==> config.mk <==
export PLATFORM = sky130hd
export DESIGN_NAME = pmod_8led2_pattern
export DESIGN_NICKNAME = d
export VERILOG_FILES = /design/src/rtl/pmod_8led2_pattern.sv
export SDC_FILE = /design/constraint.sdc
export NUM_CORES = 1
export LEC_CHECK = 0
export ABC_AREA = 1
export BUFFER_PORTS_ARGS = -buffer_cell sky130_fd_sc_hd__buf_2
export CAP_MARGIN = 20
export CORE_UTILIZATION = 48
export CTS_CLUSTER_DIAMETER = 120
export DETAILED_ROUTE_END_ITERATION = 10
export HOLD_SLACK_MARGIN = 0.05
export PLACE_DENSITY = 0.75
export SETUP_SLACK_MARGIN = 0.1
export SYNTH_ARGS = -nofsm -noshare
export SYNTH_HDL_FRONTEND = slang
export SYNTH_SLANG_ARGS = --single-unit
export TNS_END_PERCENT = 50
==> constraint.sdc <==
create_clock -name clk_25mhz -period 5.1 [get_ports clk_25mhz]
set_input_delay 0.255 -clock clk_25mhz [delete_from_list [all_inputs] [get_ports clk_25mhz]]
set_output_delay 0.255 -clock clk_25mhz [all_outputs]
set_load 0.005 [all_outputs]
==> src/rtl/pmod_8led2_pattern.sv <==
// LED pattern generator for a PMOD 8LED2 board: four button-selected modes
// (static, binary count, bouncing scan, bar fill) stepped by a prescaler.
module pmod_8led2_pattern #(
    parameter int unsigned DIV = 2500000
) (
    input  logic       clk_25mhz,
    input  logic       reset,
    input  logic       btn_mode,
    output logic [7:0] pmodledg,
    output logic [7:0] pmodledr,
    output logic [1:0] mode
);

    typedef enum logic [1:0] {
        M_STATIC = 2'd0,
        M_COUNT  = 2'd1,
        M_SCAN   = 2'd2,
        M_FILL   = 2'd3
    } mode_e;

    localparam logic [7:0]  STATIC_G = 8'b10101001;
    localparam logic [7:0]  STATIC_R = 8'b01010010;
    localparam logic [23:0] LAST     = 24'(DIV - 1);

    logic        sync1_q, sync2_q, prev_q, adv_q, armed_q;
    logic [1:0]  warm_q;
    logic [23:0] presc_q, presc_d;
    mode_e       mode_q, mode_d;
    logic [7:0]  count_q, count_d, pos_q, pos_d;
    logic        dir_q, dir_d;
    logic [3:0]  level_q, level_d;
    logic [7:0]  led_g_q, led_g_d, led_r_q, led_r_d;
    logic [7:0]  pos_rev, fill_mask;
    logic        step;

    // armed_q blocks a press until the synchronised button has been seen low
    // after reset, so a button held through reset never counts as a press.
    always_ff @(posedge clk_25mhz or posedge reset) begin
        if (reset) begin
            sync1_q <= 1'b0;
            sync2_q <= 1'b0;
            prev_q  <= 1'b0;
            adv_q   <= 1'b0;
            warm_q  <= 2'b00;
            armed_q <= 1'b0;
        end else begin
            sync1_q <= btn_mode;
            sync2_q <= sync1_q;
            prev_q  <= sync2_q;
            warm_q  <= {warm_q[0], 1'b1};
            armed_q <= armed_q | (warm_q[1] & ~sync2_q);
            adv_q   <= sync2_q & ~prev_q & armed_q;
        end
    end

    assign step = (presc_q == LAST);

    always_ff @(posedge clk_25mhz or posedge reset) begin
        if (reset) begin
            presc_q <= '0;
            mode_q  <= M_STATIC;
            count_q <= '0;
            pos_q   <= 8'h01;
            dir_q   <= 1'b0;
            level_q <= '0;
            led_g_q <= STATIC_G;
            led_r_q <= STATIC_R;
        end else begin
            presc_q <= presc_d;
            mode_q  <= mode_d;
            count_q <= count_d;
            pos_q   <= pos_d;
            dir_q   <= dir_d;
            level_q <= level_d;
            led_g_q <= led_g_d;
            led_r_q <= led_r_d;
        end
    end

    // A mode change restarts everything and swallows a coincident step.
    always_comb begin
        presc_d = step ? '0 : presc_q + 24'd1;
        mode_d  = mode_q;
        count_d = count_q;
        pos_d   = pos_q;
        dir_d   = dir_q;
        level_d = level_q;
        if (adv_q) begin
            presc_d = '0;
            mode_d  = mode_e'(mode_q + 2'd1);
            count_d = '0;
            pos_d   = 8'h01;
            dir_d   = 1'b0;
            level_d = '0;
        end else if (step) begin
            case (mode_q)
                M_COUNT: count_d = count_q + 8'd1;
                M_SCAN: begin
                    if (!dir_q) begin
                        if (pos_q == 8'h80) begin
                            dir_d = 1'b1;
                            pos_d = 8'h40;
                        end else begin
                            pos_d = pos_q << 1;
                        end
                    end else begin
                        if (pos_q == 8'h01) begin
                            dir_d = 1'b0;
                            pos_d = 8'h02;
                        end else begin
                            pos_d = pos_q >> 1;
                        end
                    end
                end
                M_FILL:  level_d = (level_q == 4'd8) ? 4'd0 : level_q + 4'd1;
                default: ;
            endcase
        end
    end

    always_comb begin
        pos_rev = '0;
        for (int i = 0; i < 8; i++) pos_rev[i] = pos_q[7-i];
    end

    assign fill_mask = 8'((16'd1 << level_q) - 16'd1);

    always_comb begin
        led_g_d = STATIC_G;
        led_r_d = STATIC_R;
        case (mode_q)
            M_COUNT: begin
                led_g_d = count_q;
                led_r_d = ~count_q;
            end
            M_SCAN: begin
                led_g_d = pos_q;
                led_r_d = pos_rev;
            end
            M_FILL: begin
                led_g_d = fill_mask;
                led_r_d = ~fill_mask;
            end
            default: ;
        endcase
    end

    assign pmodledg = led_g_q;
    assign pmodledr = led_r_q;
    assign mode     = mode_q;

endmodule

==> results of run 1 <==
-- power by group through the flow --
stage	Sequential, uW	Clock, uW	Combinational [uW]
6_report	685	503	340
5_1_grt	693	541	384
4_1_cts	686	515	336
3_5_place_dp	696	0	335
3_3_place_gp	692	0	329
2_1_floorplan	696	0	220
-- synthesized netlist by cell type --
library cell and n:
nor3_1 11, o21bai_1 2, o21ai_0 16, nand3b_1 1, xnor2_1 1, buf_1 2
nand2_1 126, o21a_1 5, dfrtp_1 62, buf_2 2, nor2_1 67, nor2_2 3
nand3_1 63, nor2_8 1, nor2_4 5, clkbuf_1 9, clkinv_1 1, nand2_2 7
a21oi_1 18, a211oi_1 1, nor3b_1 3, o211ai_1 2, dfstp_2 8, nand3_4 1
ha_1 13, xor2_1 12, inv_2 3, nand4_1 8, a31oi_1 3, nand2_4 1
conb_1 1, and2_1 1, o2111ai_1 1, nor3_2 6, o21ai_1 4, inv_1 59
-- layer usage --
metal | wire length [um] | share of wire | vias up
li1 | - | - | 1739
met1 | 3720 | 0.42 | 1680
met2 | 4380 | 0.49 | 122
met3 | 461 | 0.052 | 28
met4 | 316 | 0.036 | 0
met5 | 0 | 0 | -
-- how the worst max path moves through the flow --
stage	startpoint	to	slack (ns)	depth (start not counted)
floorplan	reset	adv_q	3.09	1
global placement	adv_q	level_q[3]	2.98	5
detailed placement	adv_q	presc_q[10]	2.87	3
CTS	adv_q	presc_q[10]	2.85	3
global route	presc_q[0]	presc_q[18]	3.06	8
finish	level_q[0]	pmodledr[2]	3.19	8
-- stage by stage --
step	util	power [uW]	instance area (um^2)	hold WS, ns	std cells
floorplan	-	915	4030	0.286	529
global placement	0.516	1020	4220	0.332	642
detailed placement	0.516	1030	4220	0.338	642
CTS	0.544	1540	4450	0.189	659
global route	0.548	1620	4480	0.241	660
finish	0.548	1530	4480	0.132	660
-- cell families (layout without fill, tap and decap cells) --
group	Yosys count	in the layout	share of synthesized area
xor gates and xnor gates	13	13	0.0282
AOI/OAI and AO/OA	52	52	0.0726
other	1	1	0.000930
DFF	70	70	0.437
buffers and inverters	76	102	0.0714
adders and majority gates	13	13	0.0403
and+or+nand+nor	304	304	0.349
-- critical path, delay by kind of cell, from the launching register on --
kind            cells  cell delay [ns]
compound gates      1             0.18
simple gates        2             0.20
xor+xnor            1             0.27
buf+inv             2             0.21
flops               1             0.46
fa+ha+maj           2             0.49
-- placed cells by master (no fill, tap or decap), drive strengths merged, types with 2 or more instances in the layout --
master / n
a21oi: 18
a31oi: 3
buf: 22
bufinv: 2
clkbuf: 9
clkinv: 5
dfrtp: 62
dfstp: 8
ha: 13
inv: 63
nand2: 134
nand3: 64
nand4: 8
nor2: 76
nor3: 17
nor3b: 3
o211ai: 2
o21a: 5
o21ai: 20
o21bai: 2
xor2: 12
-- repair_timing --
action / in CTS / in global routing
endpoints found under the setup margin: 0 / 0
hold endpoints to repair: 1 / 0
buffers inserted: 0 / 0
hold buffers: 1 / 0
-- cell type report --
| class | count | share of cell area |
|---|---|---|
| clock buffers | 9 | 0.0277 |
| clock inverters | 7 | 0.0215 |
| inverters | 63 | 0.0528 |
| multi-input cells | 383 | 0.443 |
| flip-flops and latches | 70 | 0.394 |
| well taps | 105 | 0.0293 |
| repair buffers | 23 | 0.0324 |
-- flip-flops by register name (all words and copies together), names as in the netlist, 2 cells and up --
name and count:
pmodledr 8, mode 2, pos_q 8, level_q 4, count_q 8, warm_q 2, pmodledg 8, presc_q 24
==> key figures, run 1 <==
Run status
  – Run status: completed

Yosys
  – Area contributors post-synth: dfrtp_1, nand2_1, nand3_1
  – Biggest area consumer among synthesized cells: dfrtp_1
  – Post-synth cell types: 36
  – Syn_area_per_cell: 7.62 um^2
  – Post-Synthesis Net Count: 545
  – Share of the yosys chip area belonging to registers: 0.437
  – Number of instances in the synthesized netlist: 529
  – Total number of yosys warnings: 0
  – Netlist Area Pre-Place: 4030 um^2
  – Flip-flop and latch count after synthesis: 70
  – Share of Yosys cell area claimed by the top area cell type: 0.385

Global routing
  – Global-route track usage on met1: 0.275
  – Met2 global-route usage: 0.373
  – Wire length of the first global-routing pass: 15200 um
  – Pin count of the biggest net entering global routing: 71
  – Vias in the first global route: 3382
  – Most crowded layer after global routing: met2
  – Total global routing track utilization: 0.224
  – Antenna violations before repair: 0
  – Met3 track demand over resource: 0.0333
  – Remaining global-route overflow: 0

Floorplan
  – Number of placed I/O pins: 21
  – Number of placement rows: 33
  – Die Width: 93.6 um
  – Initial standard-cell utilization of the core: 0.493
  – Die ar.: 8770 um^2
  – Die outline height: 93.6 um
  – Core area: 8180 um^2

Timing
  – Final hold violation count: 0
  – Number of slew-limit violations in the final report: 0
  – Actual slew at the worst max-slew pin: 0.864 ns
  – Highest clock frequency the design can meet: 523 MHz
  – Setup_tns: 0 ns
  – Post-route minimum period: 1.91 ns
  – Worst slew margin relative to its limit: 0.424
  – Final setup skew: 0.0134 ns
  – Post-route clock period utilization: 0.375
  – # setup viols final: 0
  – Setup ws final: 3.19 ns
  – Setup repair after global routing missed its margin: no

Worst setup path
  – Crit path cell chain: inv_1 > ha_1 > nand2_1 > ha_1 > inv_1 > xor2_1 > nor2_1 > o21a_1
  – Worst reg2reg path endpoint: pmodledr[2]
  – Crit path kind: flop to flop
  – Worst Setup End Kind: flop
  – Cells on worst reg2reg path: 8
  – Worst setup SP type: flop
  – Library cell contributing the largest single delay on the critical path: dfrtp_1
  – Worst-path fanout max: 6
  – CP Data Required Time: 5.34 ns
  – Worst reg-to-reg setup slack: 3.19 ns
  – Maximum single-stage delay on the critical path: 0.46 ns
  – Worst R2R Start: level_q[0]
  – Arrival time of data at the critical path endpoint: 2.16 ns

CTS
  – Clock latency at the later pin of the worst-skew pair: 0.35 ns
  – Resized cells post-CTS: 0
  – Cell at the root of the clock tree: clkbuf_8
  – Largest buffer count on any clock path: 2
  – Sink count of the clock tree: 70
  – TritonCTS clock tree: built
  – Clock buffers created by TritonCTS: 9
  – Clock transition at the register clock pins on the worst setup and hold paths after CTS: 0.08 ns
  – H-tree depth: 3

Hold path
  – Hold WC Path Type: input pin to asynchronous set/reset pin

Final layout
  – Post-synthesis to final-layout area growth: 11.0%
  – Final antenna diode count: 0
  – Register area: 1760 um^2
  – Fraction of layout cells with a size suffix above 1: 0.133
  – Filler Cell Count: 782
  – Area occupied by multi-input gates: 1980 um^2
  – Final Net Count: 566

Drt
  – Initial detailed-routing violation count: 195
  – Number of vias in the routed layout: 3569
  – Average wire per cell in the routed design: 13.5 um
  – Via-per-instance ratio: 5.41
  – Post-detailed-route DRC marker count: 0
  – Overall routed net length: 8880 um
  – Number of nets still failing antenna checks after routing: 0
  – Number of search-and-repair iterations in the first detailed-routing pass: 4

Power
  – Internal Pwr Total: 1050 uW
  – Leak pwr: 0.00220 uW
  – Combinational share of power: 0.223
  – Net switching fraction of the power: 0.313
  – Pwr/cell area: 341 nW/um^2
  – Sw Pwr: 479 uW
  – Seq pwr share: 0.448
  – Max IR drop VDD: 0.141 mV
  – Clock network fraction of design power: 0.329

Place
  – Last weighted congestion value of the routability-driven placer: 0.931
  – Pre-CTS setup slack: 2.87 ns
  – Placed wire-length estimate: 6390 um
  – Port buffer count: 20

Run
  – Total of max-cap violations: 0
(Power assumes the default switching activity.)
==> run 2, diff against run 1 <==
- ABC_AREA: 1 -> 0
- PLACE_DENSITY: 0.75 -> 0.78
- clock period: 5.1 -> 1.73 ns (I/O delays scaled with it)
==> run 2 against run 1 <==
Compared with the run above: the run now ends with setup timing left; clock skew shrank 0.0014 ns; critical path depth shrank 3; sequential cell count is the same; routed wire length grew 18%; sequential power grew to 2.9 times the previous value; sequential share of layout area shrank 6.5 points; critical path type unchanged; hold slack gained 0.22 ns; non-clock buffer count grew 94.
==> key figures, run 2 <==
Yosys
  – Simple logic cell fraction of the synthesized area: 0.214
  – XOR/XNOR Fraction of Synth Area: 0.0369
  – Flip-flop and latch count after synthesis: 70
  – Combinational family with the most area after synthesis: simple AND/OR/NAND/NOR gates
  – Share of the yosys chip area belonging to registers: 0.464
  – Post-synth ARST share: 1.00
  – Share of Yosys cell area claimed by the top area cell type: 0.409
  – Complex-gate fraction of the synthesized area: 0.176
  – Total number of yosys warnings: 0
  – Number of instances in the synthesized netlist: 401
  – Netlist Area Pre-Place: 3800 um^2
  – Top cells by count, synth: dfrtp_1, a21oi_1, nor2_1
  – Area contributors post-synth: dfrtp_1, dfstp_2, a21oi_1
  – Post-synth cell types: 55
  – Number of enable flip-flop cells after synthesis: 0
  – Mux contribution to synthesized area: 0.0194
  – Most frequent cell after synthesis: dfrtp_1
  – Syn_area_per_cell: 9.47 um^2
  – Post-Synthesis Net Count: 417
  – Adder-cell share of the synthesized area: 0.0428
  – Biggest area consumer among synthesized cells: dfrtp_1
  – Most frequently used flop master after synthesis: dfrtp_1

Final layout
  – Filler Cell Count: 566
  – Post-synthesis to final-layout area growth: 41.4%
  – Final Net Count: 517
  – Post-Layout Cell Count: 608
  – Final antenna diode count: 0
  – Largest register by flop count: presc_q
  – Flip-flop count of the largest register, all copies and words added: 24
  – Fraction of layout cells with a size suffix above 1: 0.427
  – Commonest cells after routing, fill and taps aside: buf_4, dfrtp_1, nor2_1, buf_2, nand2_1
  – Leading cell type in the layout, fill and taps excluded: buf_4

Worst setup path
  – CP Data Required Time: 2.01 ns
  – Worst-path fanout max: 5
  – Worst Setup End Kind: flop
  – Crit path kind: flop to flop
  – Arrival time of data at the critical path endpoint: 2.31 ns
  – Worst setup SP type: flop
  – Cells on worst reg2reg path: 5

Run
  – Total of max-cap violations: 0

Timing
  – Final hold violation count: 0
  – Post-route minimum period: 2.02 ns
  – Worst slew margin relative to its limit: 0.568
  – Highest clock frequency the design can meet: 495 MHz
  – # setup viols final: 50
  – Post-route clock period utilization: 1.17
  – Final setup skew: 0.0119 ns
  – Actual slew at the worst max-slew pin: 0.647 ns
  – Setup ws final: -0.291 ns
  – Setup_tns: -6.44 ns
  – Setup repair after global routing missed its margin: yes
  – Number of slew-limit violations in the final report: 0

Power
  – Max IR drop VDD: 0.477 mV
  – Sw Pwr: 1450 uW
  – Leak pwr: 0.00225 uW
  – Combinational share of power: 0.273
  – Internal Pwr Total: 3340 uW
  – Seq pwr share: 0.416
  – Net switching fraction of the power: 0.303
  – Pwr/cell area: 892 nW/um^2
  – Clock network fraction of design power: 0.311

CTS
  – Clock buffers created by TritonCTS: 9
  – Clock latency at the later pin of the worst-skew pair: 0.36 ns
  – Largest buffer count on any clock path: 2
  – Clock transition at the register clock pins on the worst setup and hold paths after CTS: 0.07 ns
  – H-tree depth: 3
  – Cell at the root of the clock tree: clkbuf_8
  – TritonCTS clock tree: built
  – Sink count of the clock tree: 70

Global routing
  – Total global routing track utilization: 0.251
  – Remaining global-route overflow: 0
  – Vias in the first global route: 3580
  – Antenna violations before repair: 0
  – Pin count of the biggest net entering global routing: 28
  – Wire length of the first global-routing pass: 16400 um

Place
  – Placed wire-length estimate: 6660 um
  – Port buffer count: 20
  – Last weighted congestion value of the routability-driven placer: 0.872
  – Placed insts: 574

Floorplan
  – Die outline height: 90.9 um
  – Initial standard-cell utilization of the core: 0.494
  – Die ar.: 8270 um^2
  – Number of placed I/O pins: 21
  – Number of placement rows: 32
  – Die Width: 90.9 um
  – Core area: 7690 um^2

Drt
  – Number of vias in the routed layout: 3631
  – Average wire per cell in the routed design: 17.3 um
  – Via-per-instance ratio: 5.97
  – Post-detailed-route DRC marker count: 0
  – Overall routed net length: 10500 um
  – Initial detailed-routing violation count: 285
  – Number of nets still failing antenna checks after routing: 0
  – Number of search-and-repair iterations in the first detailed-routing pass: 5

Run status
  – Run status: complete, but fails checks
  – Violations in the final reports: setup timing

Hold path
  – Count of cells along the worst hold path: 0
  – Hold WC Path Type: flop to flop
run 2: cell types whose count changed in the layout (fill, tap and decap cells not counted), moves of 8 or more:
cell     delta
nand3_1    -48
inv_1      -45
a21oi_2    +16
nand2_1   -107
buf_6      +15
buf_4      +78
ha_1        -8
nor2_1     -41
or4_1      +11
o31ai_1     +9
run 2: power by group through the flow:
| stage | Sequential [uW] | Combinational (uW) | Clock, uW |
|---|---|---|---|
| floorplan | 2060 | 668 | 0 |
| global placement | 2010 | 1200 | 0 |
| detailed placement | 2030 | 1220 | 0 |
| CTS | 1990 | 1250 | 1510 |
| global route | 2020 | 1420 | 1570 |
| finish | 1990 | 1310 | 1490 |
run 2: cells by family (layout without fill, tap and decap cells):
logic type / count (synthesis) / after routing
simple gates: 146 / 146
compound gates: 103 / 103
flops: 70 / 70
buf+inv: 45 / 150
xor+xnor: 16 / 16
fa+ha+maj: 13 / 13
mux: 7 / 7
other cells: 1 / 1
run 2: layer usage:
| metal | share of wire | vias to the layer above | GRT usage | wire, um |
|---|---|---|---|---|
| li1 | - | 1674 | - | - |
| met1 | 0.39 | 1752 | 0.297 | 4130 |
| met2 | 0.51 | 160 | 0.426 | 5370 |
| met3 | 0.053 | 45 | 0.0377 | 561 |
| met4 | 0.044 | 0 | 0.161 | 461 |
| met5 | 0 | - | 0 | 0 |
run 2: stage by stage:
step	hold WS [ns]	total power, uW	instance area (um^2)	util	worst slack (ns)
after CTS	0.352	4760	5080	0.660	-0.251
after global routing	0.361	5010	5370	0.698	-0.344
after floorplan	0.118	2730	3950	-	-0.236
after detailed placement	0.197	3250	4630	0.603	-0.355
final	0.351	4790	5370	0.698	-0.291
after global placement	0.191	3210	4630	0.603	-0.276
run 2: what timing repair did:
| action | CTS | global route |
|---|---|---|
| hold buffers | 2 | 0 |
| endpoints found under the hold margin | 25 | 0 |
| setup endpoints to repair | 56 | 57 |
| resized for setup | 33 | 53 |
| pin swaps | 23 | 26 |
| setup buffers | 9 | 5 |
| cloned | 2 | 0 |
run 2: layout make-up:
cell class | instances | area (um^2) | share of cell area
multi-input combinational | 286 | 2280 | 0.426
sequential | 70 | 1760 | 0.328
timing repair buffer | 117 | 902 | 0.168
clock buffer | 11 | 141 | 0.0263
tap | 102 | 128 | 0.0238
clock inverter | 5 | 82.6 | 0.0154
inverter | 17 | 67.6 | 0.0126
run 2: worst paths after layout:
kind	startpoint	slack, ns	end
setup / recovery	presc_q[14]	-0.29	count_q[0]
hold / removal	sync1_q	0.35	sync2_q
setup reg to reg	presc_q[14]	-0.29	count_q[0]
hold reg to reg	sync1_q	0.35	sync2_q
max in group asynchronous	reset	0.72	pmodledg[5]
min in group asynchronous	reset	0.36	level_q[1]
run 2: worst max-delay path: stages (launching register included):
cell and delay [ns]:
dfrtp_1 0.38, or2_4 0.26, or4_4 0.53, buf_6 0.15, or4_4 0.49, a21oi_2 0.15
